### src/rtl/bch_pkg.sv
// Shared constants, state/source encodings and the polynomial-division step
// for the BCH(31,21) double-error-correcting parity/syndrome datapath.
package bch_pkg;

   localparam int N     = 31;
   localparam int K     = 21;
   localparam int PAR_W = 10;
   localparam logic [PAR_W:0] G_POLY = 11'h769;

   typedef enum logic [1:0] {
      IDLE = 2'd0,
      CALC = 2'd1,
      HOLD = 2'd2
   } state_t;

   typedef enum logic {
      SRC_ENC = 1'b0,
      SRC_CHK = 1'b1
   } src_t;

   // One long-division step: shift the next operand bit in, reduce by g(x).
   function automatic logic [PAR_W-1:0] rem_step(input logic [PAR_W-1:0] rem,
                                                 input logic             bit_in);
      logic [PAR_W:0] acc;
      acc = {rem, bit_in};
      if (acc[PAR_W]) begin
         acc = acc ^ G_POLY;
      end else begin
         acc = acc;
      end
      return acc[PAR_W-1:0];
   endfunction

endpackage

### src/rtl/enc_synd_calc_enc.sv
// Combinational remainder of a P_D_WIDTH-bit operand modulo g(x), MSB first.
// Fed {data, 10'b0} it yields systematic parity; fed a received word, its syndrome.
module enc_synd_calc_enc
   import bch_pkg::*;
#(
   parameter int P_D_WIDTH = 31
) (
   input  logic [P_D_WIDTH-1:0] opnd,
   output logic [PAR_W-1:0]     rem
);

   logic [PAR_W-1:0] rem_s;

   // Unrolled long division over every operand bit.
   always_comb begin
      rem_s = '0;
      for (int i = P_D_WIDTH - 1; i >= 0; i--) begin
         rem_s = rem_step(rem_s, opnd[i]);
      end
   end

   assign rem = rem_s;

endmodule

### src/rtl/bch_enc_synd_arb.sv
// Arbitrates an encode port and a check port onto one shared BCH(31,21)
// remainder core; registers operands/results and keeps saturating statistics.
module bch_enc_synd_arb
   import bch_pkg::*;
#(
   parameter int P_CNT_W    = 16,
   parameter int P_ARB_MODE = 0
) (
   input  logic               clk_i,
   input  logic               rst_i,
   input  logic               enc_req_i,
   input  logic [K-1:0]       enc_dat_i,
   output logic               enc_ack_o,
   input  logic               chk_req_i,
   input  logic [N-1:0]       chk_dat_i,
   output logic               chk_ack_o,
   output logic               res_vld_o,
   input  logic               res_rdy_i,
   output logic               res_src_o,
   output logic [N-1:0]       res_dat_o,
   output logic [PAR_W-1:0]   res_synd_o,
   output logic               res_err_o,
   output logic               busy_o,
   input  logic               cnt_clr_i,
   output logic [P_CNT_W-1:0] enc_cnt_o,
   output logic [P_CNT_W-1:0] err_cnt_o
);

   localparam logic [P_CNT_W-1:0] CNT_ONE = P_CNT_W'(1);
   localparam logic [P_CNT_W-1:0] CNT_MAX = '1;

   state_t             state_r;
   state_t             state_nxt_s;
   logic               last_chk_r;
   logic               pick_chk_s;
   logic               gnt_s;
   logic               hs_s;
   logic [N-1:0]       opnd_r;
   src_t               src_r;
   logic [PAR_W-1:0]   core_rem_s;
   src_t               res_src_r;
   logic [N-1:0]       res_dat_r;
   logic [PAR_W-1:0]   res_synd_r;
   logic               res_err_r;
   logic [P_CNT_W-1:0] enc_cnt_r;
   logic [P_CNT_W-1:0] err_cnt_r;

   enc_synd_calc_enc #(
      .P_D_WIDTH (N)
   ) u_calc (
      .opnd (opnd_r),
      .rem  (core_rem_s)
   );

   assign hs_s = (state_r == HOLD) && res_rdy_i;

   // Grant selection; a grant is only possible when the result path is free.
   always_comb begin
      pick_chk_s = 1'b0;
      gnt_s      = 1'b0;
      if (enc_req_i && chk_req_i) begin
         if (P_ARB_MODE == 1) begin
            pick_chk_s = 1'b1;
         end else begin
            pick_chk_s = ~last_chk_r;
         end
      end else if (chk_req_i) begin
         pick_chk_s = 1'b1;
      end else begin
         pick_chk_s = 1'b0;
      end
      if ((state_r == IDLE) || hs_s) begin
         gnt_s = enc_req_i || chk_req_i;
      end else begin
         gnt_s = 1'b0;
      end
   end

   assign enc_ack_o = gnt_s && !pick_chk_s;
   assign chk_ack_o = gnt_s && pick_chk_s;

   // Next-state logic for the IDLE/CALC/HOLD sequencer.
   always_comb begin
      state_nxt_s = state_r;
      case (state_r)
         IDLE: begin
            if (gnt_s) state_nxt_s = CALC;
            else       state_nxt_s = IDLE;
         end
         CALC: state_nxt_s = HOLD;
         HOLD: begin
            if (gnt_s)          state_nxt_s = CALC;
            else if (res_rdy_i) state_nxt_s = IDLE;
            else                state_nxt_s = HOLD;
         end
         default: state_nxt_s = IDLE;
      endcase
   end

   // State register.
   always_ff @(posedge clk_i or posedge rst_i) begin
      if (rst_i) state_r <= IDLE;
      else       state_r <= state_nxt_s;
   end

   // Operand capture on grant, result capture in CALC.
   always_ff @(posedge clk_i or posedge rst_i) begin
      if (rst_i) begin
         opnd_r     <= '0;
         src_r      <= SRC_ENC;
         last_chk_r <= 1'b1;
         res_src_r  <= SRC_ENC;
         res_dat_r  <= '0;
         res_synd_r <= '0;
         res_err_r  <= 1'b0;
      end else begin
         if (gnt_s) begin
            opnd_r     <= pick_chk_s ? chk_dat_i : {enc_dat_i, {PAR_W{1'b0}}};
            src_r      <= pick_chk_s ? SRC_CHK : SRC_ENC;
            last_chk_r <= pick_chk_s;
         end
         if (state_r == CALC) begin
            res_src_r  <= src_r;
            res_dat_r  <= (src_r == SRC_CHK) ? opnd_r : {opnd_r[N-1:PAR_W], core_rem_s};
            res_synd_r <= core_rem_s;
            res_err_r  <= (src_r == SRC_CHK) && (core_rem_s != '0);
         end
      end
   end

   // Saturating statistics; a clear beats a same-cycle increment.
   always_ff @(posedge clk_i or posedge rst_i) begin
      if (rst_i) begin
         enc_cnt_r <= '0;
         err_cnt_r <= '0;
      end else if (cnt_clr_i) begin
         enc_cnt_r <= '0;
         err_cnt_r <= '0;
      end else begin
         if (hs_s && (res_src_r == SRC_ENC) && (enc_cnt_r != CNT_MAX)) begin
            enc_cnt_r <= enc_cnt_r + CNT_ONE;
         end
         if (hs_s && (res_src_r == SRC_CHK) && res_err_r && (err_cnt_r != CNT_MAX)) begin
            err_cnt_r <= err_cnt_r + CNT_ONE;
         end
      end
   end

   assign res_vld_o  = (state_r == HOLD);
   assign busy_o     = (state_r != IDLE);
   assign res_src_o  = res_src_r;
   assign res_dat_o  = res_dat_r;
   assign res_synd_o = res_synd_r;
   assign res_err_o  = res_err_r;
   assign enc_cnt_o  = enc_cnt_r;
   assign err_cnt_o  = err_cnt_r;

endmodule

### config.mk
export PLATFORM = sky130hd
export DESIGN_NAME = bch_enc_synd_arb
export DESIGN_NICKNAME = d
export VERILOG_FILES = /design/src/rtl/bch_pkg.sv /design/src/rtl/enc_synd_calc_enc.sv /design/src/rtl/bch_enc_synd_arb.sv
export SDC_FILE = /design/constraint.sdc
export NUM_CORES = 1
export LEC_CHECK = 0
export ABC_AREA = 1
export CAP_MARGIN = 20
export CORE_MARGIN = 2
export CORE_UTILIZATION = 52
export CTS_CLUSTER_SIZE = 28
export DETAILED_ROUTE_END_ITERATION = 6
export PLACE_DENSITY = 0.86
export SETUP_SLACK_MARGIN = 0.3
export SLEW_MARGIN = 20
export SYNTH_ARGS = -nofsm -noshare
export SYNTH_HDL_FRONTEND = slang
export SYNTH_SLANG_ARGS = --single-unit
### constraint.sdc
create_clock -name clk_i -period 4.4 [get_ports clk_i]
set_input_delay 0.66 -clock clk_i [delete_from_list [all_inputs] [get_ports clk_i]]
set_output_delay 0.66 -clock clk_i [all_outputs]
set_load 0.005 [all_outputs]
==> results.sh, run 1 <==
export IMPL_status="finished, final reports clean"
export IMPL_seq_area_frac_synth_pct=41.4
export IMPL_cts_hold_buf=0
export IMPL_overflow=0
export IMPL_grt_pass1_vias=6273
export IMPL_critPathMaxFanout=8
export IMPL_cts_repair_resized=0
export IMPL_portBuffers=136
export IMPL_synth_seq_cells=110
export IMPL_required_ns=4.64
export IMPL_antenna_cells=0
export IMPL_drive_gt1_share_pct=8.81
export IMPL_worst_setup_path_end_kind="flop"
export IMPL_drt_pass1_iter_count=5
export IMPL_area_delta_synth_final_pct=26.9
export IMPL_final_nets=1123
export IMPL_ant_nets=0
export IMPL_drc=0
export IMPL_vias=6558
export IMPL_cts_root_buf="clkbuf_16"
export IMPL_grt_pass1_wl_mm=28.7
export IMPL_grt_max_degree=71
export IMPL_drt_iter0_drc=638
export IMPL_drv_cap=0
export IMPL_numCtsBuffers=9
export IMPL_max_clock_freq_mhz=288
export IMPL_die_h_um=117
export IMPL_cts_tree="yes"
export IMPL_cts_sinks=110
export IMPL_cp_arrival_ns=3.71
export IMPL_cts_setup_buffers=0
export IMPL_final_setup_tns_ns=0
export IMPL_post_synth_cell_area_avg_um2=7.14
export IMPL_row_count=41
export IMPL_clk_pin_slew_ns=0.07
export IMPL_htreeDepth=3
export IMPL_clkLatencyLatePin_ns=0.35
export IMPL_period_share_pct=78.8
export IMPL_fp_dieW_um=117
export IMPL_die_area_um2=13700
export IMPL_relSlewSlack_pct=44.3
export IMPL_gp_congestion=0.964
export IMPL_cts_buffer_depth=2
export IMPL_post_route_min_period_ns=3.47
export IMPL_gr_usage_all_layers_pct=26.7
export IMPL_io_pin_count=137
export IMPL_coreArea_um2=12600
export IMPL_wl_per_cell_um=14.0
export IMPL_synthesis_instances=933
export IMPL_dp_hpwl_mm=13.0
export IMPL_yosysWarnings=0
export IMPL_hold_path_class="reg -> reg"
export IMPL_ys_types=41
export IMPL_drv_slew=0
export IMPL_mostFrequentLayoutCell="nand2_1"
export IMPL_syn_cell_area_um2=6660
export IMPL_grt_antenna_before_repair=0
export IMPL_fin_skew_ns=0.00815
export IMPL_synth_nets=993
export IMPL_cp_start_kind="flop"
export IMPL_setup_violations=0
export IMPL_start_util_pct=53.0
export IMPL_layout_cells_most_common_list="333 x nand2_1, 136 x clkdlybuf4s50_1, 109 x dfrtp_1, 94 x nand3_1, 91 x inv_1"
export IMPL_critPathKind="reg -> reg"
export IMPL_worst_pin_slew_ns=0.836
export IMPL_wl_mm=17.3
export IMPL_viasPerCell=5.29
export IMPL_hold_viol_final=0
export IMPL_rsz0062_at_grt="false"
stage by stage:
stage | setup slack [ns] | util, % | cell area (µm²) | cells | hold slack, ns
global placement | 1.02 | 65.1 | 8180 | 1224 | 0.462
floorplan | 0.839 | - | 6660 | 933 | 0.448
CTS | 0.953 | 67.2 | 8450 | 1239 | 0.482
detailed placement | 1.02 | 65.1 | 8180 | 1224 | 0.467
global route | 0.619 | 67.2 | 8450 | 1239 | 0.493
finish | 0.933 | 67.2 | 8450 | 1239 | 0.483
final cells by class:
type	instances	area (µm²)
Fill cell	1048	4120
Multi-Input combinational cell	695	3410
Sequential cell	110	2750
Timing Repair Buffer	141	1400
Inverter	106	400
Clock buffer	12	246
Tap cell	172	215
Clock inverter	3	21.3
cells in the mapped netlist (all sizes together):
master  number  share of area (%)
clkbuf      18                1.0
dfrtp      109                 41
nand4        4               0.38
buf          4               0.43
nor3b        3               0.34
xor2        18                2.5
a21oi       21                1.6
a31oi        2               0.19
clkinv       1              0.056
nand3      105                8.7
nor3        17                1.3
o22ai        3               0.28
o21ai       55                4.1
xnor3        2               0.68
a221oi       1               0.13
a21o         3               0.34
dfstp        1               0.39
nand2      373                 23
o211ai      22                2.5
nand3b       4               0.64
ha           2               0.38
nor2        43                2.6
xnor2        3               0.51
nor4         7               0.66
or2          2               0.19
a311oi       1               0.13
and2         1              0.094
inv        105                5.9
a211oi       3               0.34
final timing paths:
| kind | slack (ns) | cells after the start | end | start |
|---|---|---|---|---|
| setup / recovery | 0.93 | 25 | res_err_o | opnd_r[30] |
| min in group asynchronous | 0.83 | 2 | res_dat_o[30] | rst_i |
| hold reg to reg | 0.48 | 1 | res_synd_o[2] | res_synd_o[2] |
| max in group asynchronous | 2.76 | 3 | res_synd_o[8] | rst_i |
| hold / removal | 0.48 | 1 | res_synd_o[2] | res_synd_o[2] |
| setup reg to reg | 0.93 | 25 | res_err_o | opnd_r[30] |
layer usage:
layer	up-vias	share of wire (%)	GRT usage, %
li1	3277	-	-
met1	3021	44	35.2
met5	-	0	0
met4	0	2.1	10.8
met2	229	48	44.3
met3	31	6.0	4.22
critical path, stage by stage, from the launching register on:
cell     delay [ns]
dfrtp_1        0.48
inv_2          0.20
nand2_1        0.11
nand3_1        0.14
nand2_1        0.10
nand2_1        0.13
inv_1          0.05
nor2_1         0.14
nand2_1        0.09
nand2_1        0.13
xor2_1         0.22
nand2_1        0.14
nand2_1        0.14
nand2_1        0.08
nand3_2        0.10
nand3_1        0.17
nand2_2        0.17
nand2_1        0.09
nand2_1        0.08
nand2_1        0.06
nor2_1         0.14
nand3_1        0.11
nor2_1         0.12
nand2_1        0.06
nand2_1        0.07
nand2_1        0.05
registers in the layout, summed over array words and instances, names as in the netlist:
register,cells
res_err_o,1
src_r,1
last_chk_r,1
opnd_r,31
res_src_o,1
err_cnt_o,16
enc_cnt_o,16
state_r,2
res_synd_o,10
res_dat_o,31
cells by family (layout without fill, tap and decap cells):
family | count (synthesis) | count (layout) | synth area share [%]
simple gates | 559 | 559 | 37.6
buf+inv | 128 | 262 | 7.42
compound gates | 111 | 111 | 9.60
flops | 110 | 110 | 41.4
xor+xnor | 23 | 23 | 3.66
fa+ha+maj | 2 | 2 | 0.376
Power of run 1 is left out: the tool's default activity adds up to more than one toggle a clock period on the data nets, which glitch-free logic cannot reach.
==> run 2, diff against run 1 <==
clock period = 3.4 ns   (was 4.4 ns; I/O delays follow)
==> run 2 against run 1 <==
Effect of this change:
- the flow now finishes with violations (DRC, setup timing)
- first-iteration DRC count up 100%
- largest cell class unchanged
- core utilization up 10 points
- global-route usage increased by 1.7 points
- via count rose by 18%
- register-to-register slack got worse by 1.3 ns
- critical path type unchanged
==> results.sh, run 2 (synthesized netlist as in run 1, its figures left out) <==
export IMPL_rsz0062_at_grt="true"
export IMPL_critPathMaxFanout=5
export IMPL_critPathKind="reg -> reg"
export IMPL_drv_slew=0
export IMPL_ant_nets=0
export IMPL_cp_start_kind="flop"
export IMPL_cts_hold_buf=0
export IMPL_cp_arrival_ns=3.99
export IMPL_status="finished, violations left"
export IMPL_mostFrequentLayoutCell="nand2_1"
export IMPL_fin_skew_ns=0.0105
export IMPL_grt_pass1_vias=6487
export IMPL_max_clock_freq_mhz=267
export IMPL_hold_path_class="reg -> reg"
export IMPL_portBuffers=136
export IMPL_drt_iter0_drc=1293
export IMPL_coreArea_um2=12600
export IMPL_clk_pin_slew_ns=0.07
export IMPL_post_route_min_period_ns=3.75
export IMPL_violations="DRC, setup timing"
export IMPL_clkLatencyLatePin_ns=0.36
export IMPL_grt_antenna_before_repair=0
export IMPL_final_nets=1155
export IMPL_io_pin_count=137
export IMPL_setup_violations=5
export IMPL_row_count=41
export IMPL_antenna_cells=0
export IMPL_fin_ws_ns=-0.346
export IMPL_numCtsBuffers=9
export IMPL_cts_sinks=110
export IMPL_wl_mm=24.6
export IMPL_drc=60
export IMPL_cts_buffer_depth=2
export IMPL_die_h_um=117
export IMPL_viasPerCell=6.06
export IMPL_cp_slowest_stage_delay_ns=0.48
export IMPL_cts_tree="yes"
export IMPL_wl_per_cell_um=19.3
export IMPL_htreeDepth=3
export IMPL_start_util_pct=53.0
export IMPL_drt_pass1_iter_count=7
export IMPL_drv_cap=0
export IMPL_cp_buffers_inverters=3
export IMPL_crit_top_cell="nand2_1"
export IMPL_overflow=0
export IMPL_critPathTopFamily="simple AND/OR/NAND/NOR gates"
export IMPL_cts_root_buf="clkbuf_16"
export IMPL_post_place_ws_ns=-0.0152
export IMPL_reg2reg_depth=27
export IMPL_hold_viol_final=0
export IMPL_area_delta_synth_final_pct=45.7
export IMPL_cp_depth=27
export IMPL_gr_usage_all_layers_pct=28.4
export IMPL_drive_gt1_share_pct=24.1
export IMPL_period_share_pct=110
export IMPL_dp_hpwl_mm=13.2
export IMPL_worst_setup_path_end_kind="flop"
export IMPL_layout_cells_most_common_list="265 x nand2_1, 136 x clkdlybuf4s50_1, 104 x dfrtp_1, 83 x inv_1, 54 x nand2_4"
export IMPL_die_area_um2=13700
export IMPL_vias=7708
export IMPL_worst_pin_slew_ns=0.687
export IMPL_grt_max_degree=111
export IMPL_critPathSlowestCell="dfrtp_2"
export IMPL_relSlewSlack_pct=54.2
export IMPL_min_path_cells=2
export IMPL_required_ns=3.64
export IMPL_fin_util_pct=77.2
export IMPL_grt_pass1_wl_mm=30.3
export IMPL_fp_dieW_um=117
export IMPL_gp_congestion=0.975
==> run 2: cell type report <==
class                      instances  area (µm²)
tap                              172         215
timing repair buffer             173        1650
sequential                       110        2760
fill                             770        2870
multi-input combinational        695        4330
inverter                         106         422
clock inverter                     2        38.8
clock buffer                      13         280
==> run 2: stage by stage <==
| step | instances | cell area [µm²] | hold WS [ns] | TNS, ns |
|---|---|---|---|---|
| floorplan | 933 | 6660 | 0.448 | 0 |
| global placement | 1224 | 8200 | 0.460 | 0 |
| detailed placement | 1224 | 8200 | 0.470 | -0.0152 |
| CTS | 1253 | 8780 | 0.488 | 0 |
| global route | 1271 | 9700 | 0.503 | -1.73 |
| finish | 1271 | 9700 | 0.482 | -0.475 |
==> run 2: tightest hold or removal path, stage by stage (launching register included) <==
cell     delay, ns
dfrtp_1       0.34
nand2_1       0.05
nand2_1       0.06
==> run 2: worst paths after layout <==
kind | startpoint | end | slack, ns
setup / recovery | opnd_r[28] | res_err_o | -0.35
hold / removal | res_dat_o[7] | res_dat_o[7] | 0.48
setup reg to reg | opnd_r[28] | res_err_o | -0.35
hold reg to reg | res_dat_o[7] | res_dat_o[7] | 0.48
max in group asynchronous | rst_i | opnd_r[25] | 2.31
min in group asynchronous | rst_i | opnd_r[28] | 0.66
==> run 2: repair_timing <==
action | in CTS | in global routing
resized for setup | 44 | 182
endpoints found under the setup margin | 16 | 20
endpoints found under the hold margin | 0 | 0
buffers inserted | 14 | 18
pin swaps | 14 | 83
==> run 2: routing by layer <==
metal / part of all wire [%] / GRT usage (%) / vias up / wire (µm)
li1: - / - / 3329 / -
met1: 36 / 37.8 / 3526 / 8950
met2: 46 / 46.8 / 633 / 11200
met3: 11 / 5.10 / 220 / 2640
met4: 7.3 / 9.88 / 0 / 1790
met5: 0 / 0 / - / 0
Power of run 2 is left out for the same reason.
==> run 3, diff against run 2 <==
--- a/config.mk
+++ b/config.mk
@@ -8,5 +8,4 @@
 export ABC_AREA = 1
 export CAP_MARGIN = 20
-export CORE_MARGIN = 2
 export CORE_UTILIZATION = 52
 export CTS_CLUSTER_SIZE = 28
==> constraint.sdc (replaced) <==
create_clock -name clk_i -period 3.4 [get_ports clk_i]
set_input_delay 0.51 -clock clk_i [delete_from_list [all_inputs] [get_ports clk_i]]
set_output_delay 0.51 -clock clk_i [all_outputs]
set_load 0.05 [all_outputs]
==> run 3 against run 2 <==
Effect of this change:
- the flow still finishes with violations (DRC, setup timing)
- register-to-register slack improved by 0.31 ns
- maximum frequency rose by 9.1%
- cell count barely moved
- via count fell by 3.6%
- sequential share of layout area fell by 0.39 points
- global-route usage rose by 0.80 points
- non-clock buffer count rose by 2
- critical endpoint unchanged
==> results.sh, run 3 (synthesized netlist as in run 1, its figures left out) <==
export IMPL_fin_skew_ns=0.0100
export IMPL_setup_worst_path_end="res_err_o"
export IMPL_drt_pass1_iter_count=7
export IMPL_clk_pin_slew_ns=0.08
export IMPL_grt_pass1_vias=6379
export IMPL_die_h_um=115
export IMPL_htreeDepth=3
export IMPL_fin_ws_ns=-0.0336
export IMPL_worst_setup_path_end_kind="flop"
export IMPL_crit_path_start="opnd_r[30]"
export IMPL_io_pin_count=137
export IMPL_viasPerCell=5.85
export IMPL_dp_hpwl_mm=13.6
export IMPL_post_route_min_period_ns=3.43
export IMPL_place_area_um2=8250
export IMPL_cp_arrival_ns=3.70
export IMPL_fp_dieW_um=115
export IMPL_area_delta_synth_final_pct=47.7
export IMPL_grt_pass1_wl_mm=30.1
export IMPL_cp_start_kind="flop"
export IMPL_hold_path_class="reg -> reg"
export IMPL_wl_per_cell_um=18.4
export IMPL_vias=7429
export IMPL_crit_top_cell="nand2_4"
export IMPL_cts_buffer_depth=2
export IMPL_gr_usage_all_layers_pct=29.2
export IMPL_hold_viol_final=0
export IMPL_wl_mm=23.4
export IMPL_cts_hold_buf=0
export IMPL_gp_congestion=0.975
export IMPL_period_share_pct=101
export IMPL_drv_slew=0
export IMPL_layout_cells_most_common_list="253 x nand2_1, 134 x clkdlybuf4s50_1, 104 x dfrtp_1, 83 x inv_1, 63 x nand2_2"
export IMPL_relSlewSlack_pct=51.6
export IMPL_cts_root_buf="clkbuf_16"
export IMPL_required_ns=3.67
export IMPL_row_count=40
export IMPL_drv_cap=0
export IMPL_fin_util_pct=80.2
export IMPL_final_nets=1157
export IMPL_fillers=743
export IMPL_drc=3
export IMPL_die_area_um2=13300
export IMPL_violations="DRC, setup timing"
export IMPL_drt_iter0_drc=1086
export IMPL_cp_slowest_stage_delay_ns=0.49
export IMPL_rsz0062_at_grt="true"
export IMPL_status="finished, violations left"
export IMPL_clkLatencyLatePin_ns=0.37
export IMPL_post_place_ws_ns=0.0663
export IMPL_start_util_pct=54.3
export IMPL_portBuffers=136
export IMPL_final_area_um2=9840
export IMPL_critPathSlowestCell="dfrtp_2"
export IMPL_reg2reg_depth=29
export IMPL_drive_gt1_share_pct=26.0
export IMPL_overflow=0
export IMPL_max_clock_freq_mhz=291
export IMPL_cts_tree="yes"
export IMPL_regToRegSetupSlack_ns=-0.03
export IMPL_mostFrequentLayoutCell="nand2_1"
export IMPL_grt_antenna_before_repair=0
export IMPL_setup_violations=2
export IMPL_grt_max_degree=70
export IMPL_cts_sinks=110
export IMPL_r2r_start="opnd_r[30]"
export IMPL_r2r_end="res_err_o"
export IMPL_antenna_cells=0
export IMPL_ant_nets=0
export IMPL_coreArea_um2=12300
export IMPL_numCtsBuffers=9
export IMPL_critPathMaxFanout=7
export IMPL_worst_pin_slew_ns=0.724
export IMPL_critPathKind="reg -> reg"
[run 3: cell types whose count changed in the layout (fill, tap and decap cells not counted), sizes merged]
cell | previous run | this run
buf | 37 | 41
inv | 104 | 106
clkbuf | 13 | 9
clkinvlp | 1 | 3
clkdlybuf4s50 | 136 | 134
clkinv | 2 | 3
[run 3: how the worst min path moves through the flow]
stage / from / to / slack [ns] / cells past startpoint
2_1_floorplan: opnd_r[6] / res_dat_o[6] / 0.45 / 2
3_3_place_gp: last_chk_r / last_chk_r / 0.46 / 2
3_5_place_dp: last_chk_r / last_chk_r / 0.46 / 2
4_1_cts: last_chk_r / last_chk_r / 0.47 / 2
5_1_grt: last_chk_r / last_chk_r / 0.50 / 2
6_report: last_chk_r / last_chk_r / 0.47 / 2
[run 3: layout make-up]
class	count	area, µm²	share of cell area, %
clock buffers	9	225	2.29
well taps	168	210	2.14
clock inverters	7	90.1	0.916
repair buffers	175	1690	17.2
flip-flops and latches	110	2760	28.1
multi-input cells	695	4430	45.1
inverters	106	424	4.31
[run 3: metrics by stage]
| stage | hold WS, ns | setup TNS [ns] | instances |
|---|---|---|---|
| 4_1_cts | 0.472 | 0 | 1249 |
| 5_1_grt | 0.495 | -0.476 | 1270 |
| 3_5_place_dp | 0.458 | 0 | 1225 |
| 6_report | 0.473 | -0.0642 | 1270 |
| 2_1_floorplan | 0.448 | 0 | 933 |
| 3_3_place_gp | 0.461 | 0 | 1225 |
[run 3: worst max-delay path: cells and delay by family (launching register included)]
kind,cells,cell delay (ns)
AND/OR/NAND/NOR,26,2.61
flip-flops,1,0.49
buffers and inverters,3,0.23
[run 3: repair_timing]
item / 4_1_cts / 5_1_grt
pin swaps: 6 / 85
setup buffers: 8 / 21
endpoints found under the setup margin: 14 / 18
gates resized for setup: 16 / 236
[run 3: metal layers]
| metal | global-route usage, % | vias up | share of wire (%) | wire, µm |
|---|---|---|---|---|
| met5 | 0 | - | 0 | 0 |
| met4 | 7.88 | 0 | 5.2 | 1210 |
| met3 | 6.27 | 125 | 8.9 | 2070 |
| met2 | 49.4 | 498 | 48 | 11300 |
| met1 | 37.8 | 3461 | 38 | 8770 |
| li1 | - | 3345 | - | - |
Power of run 3 is left out for the same reason.
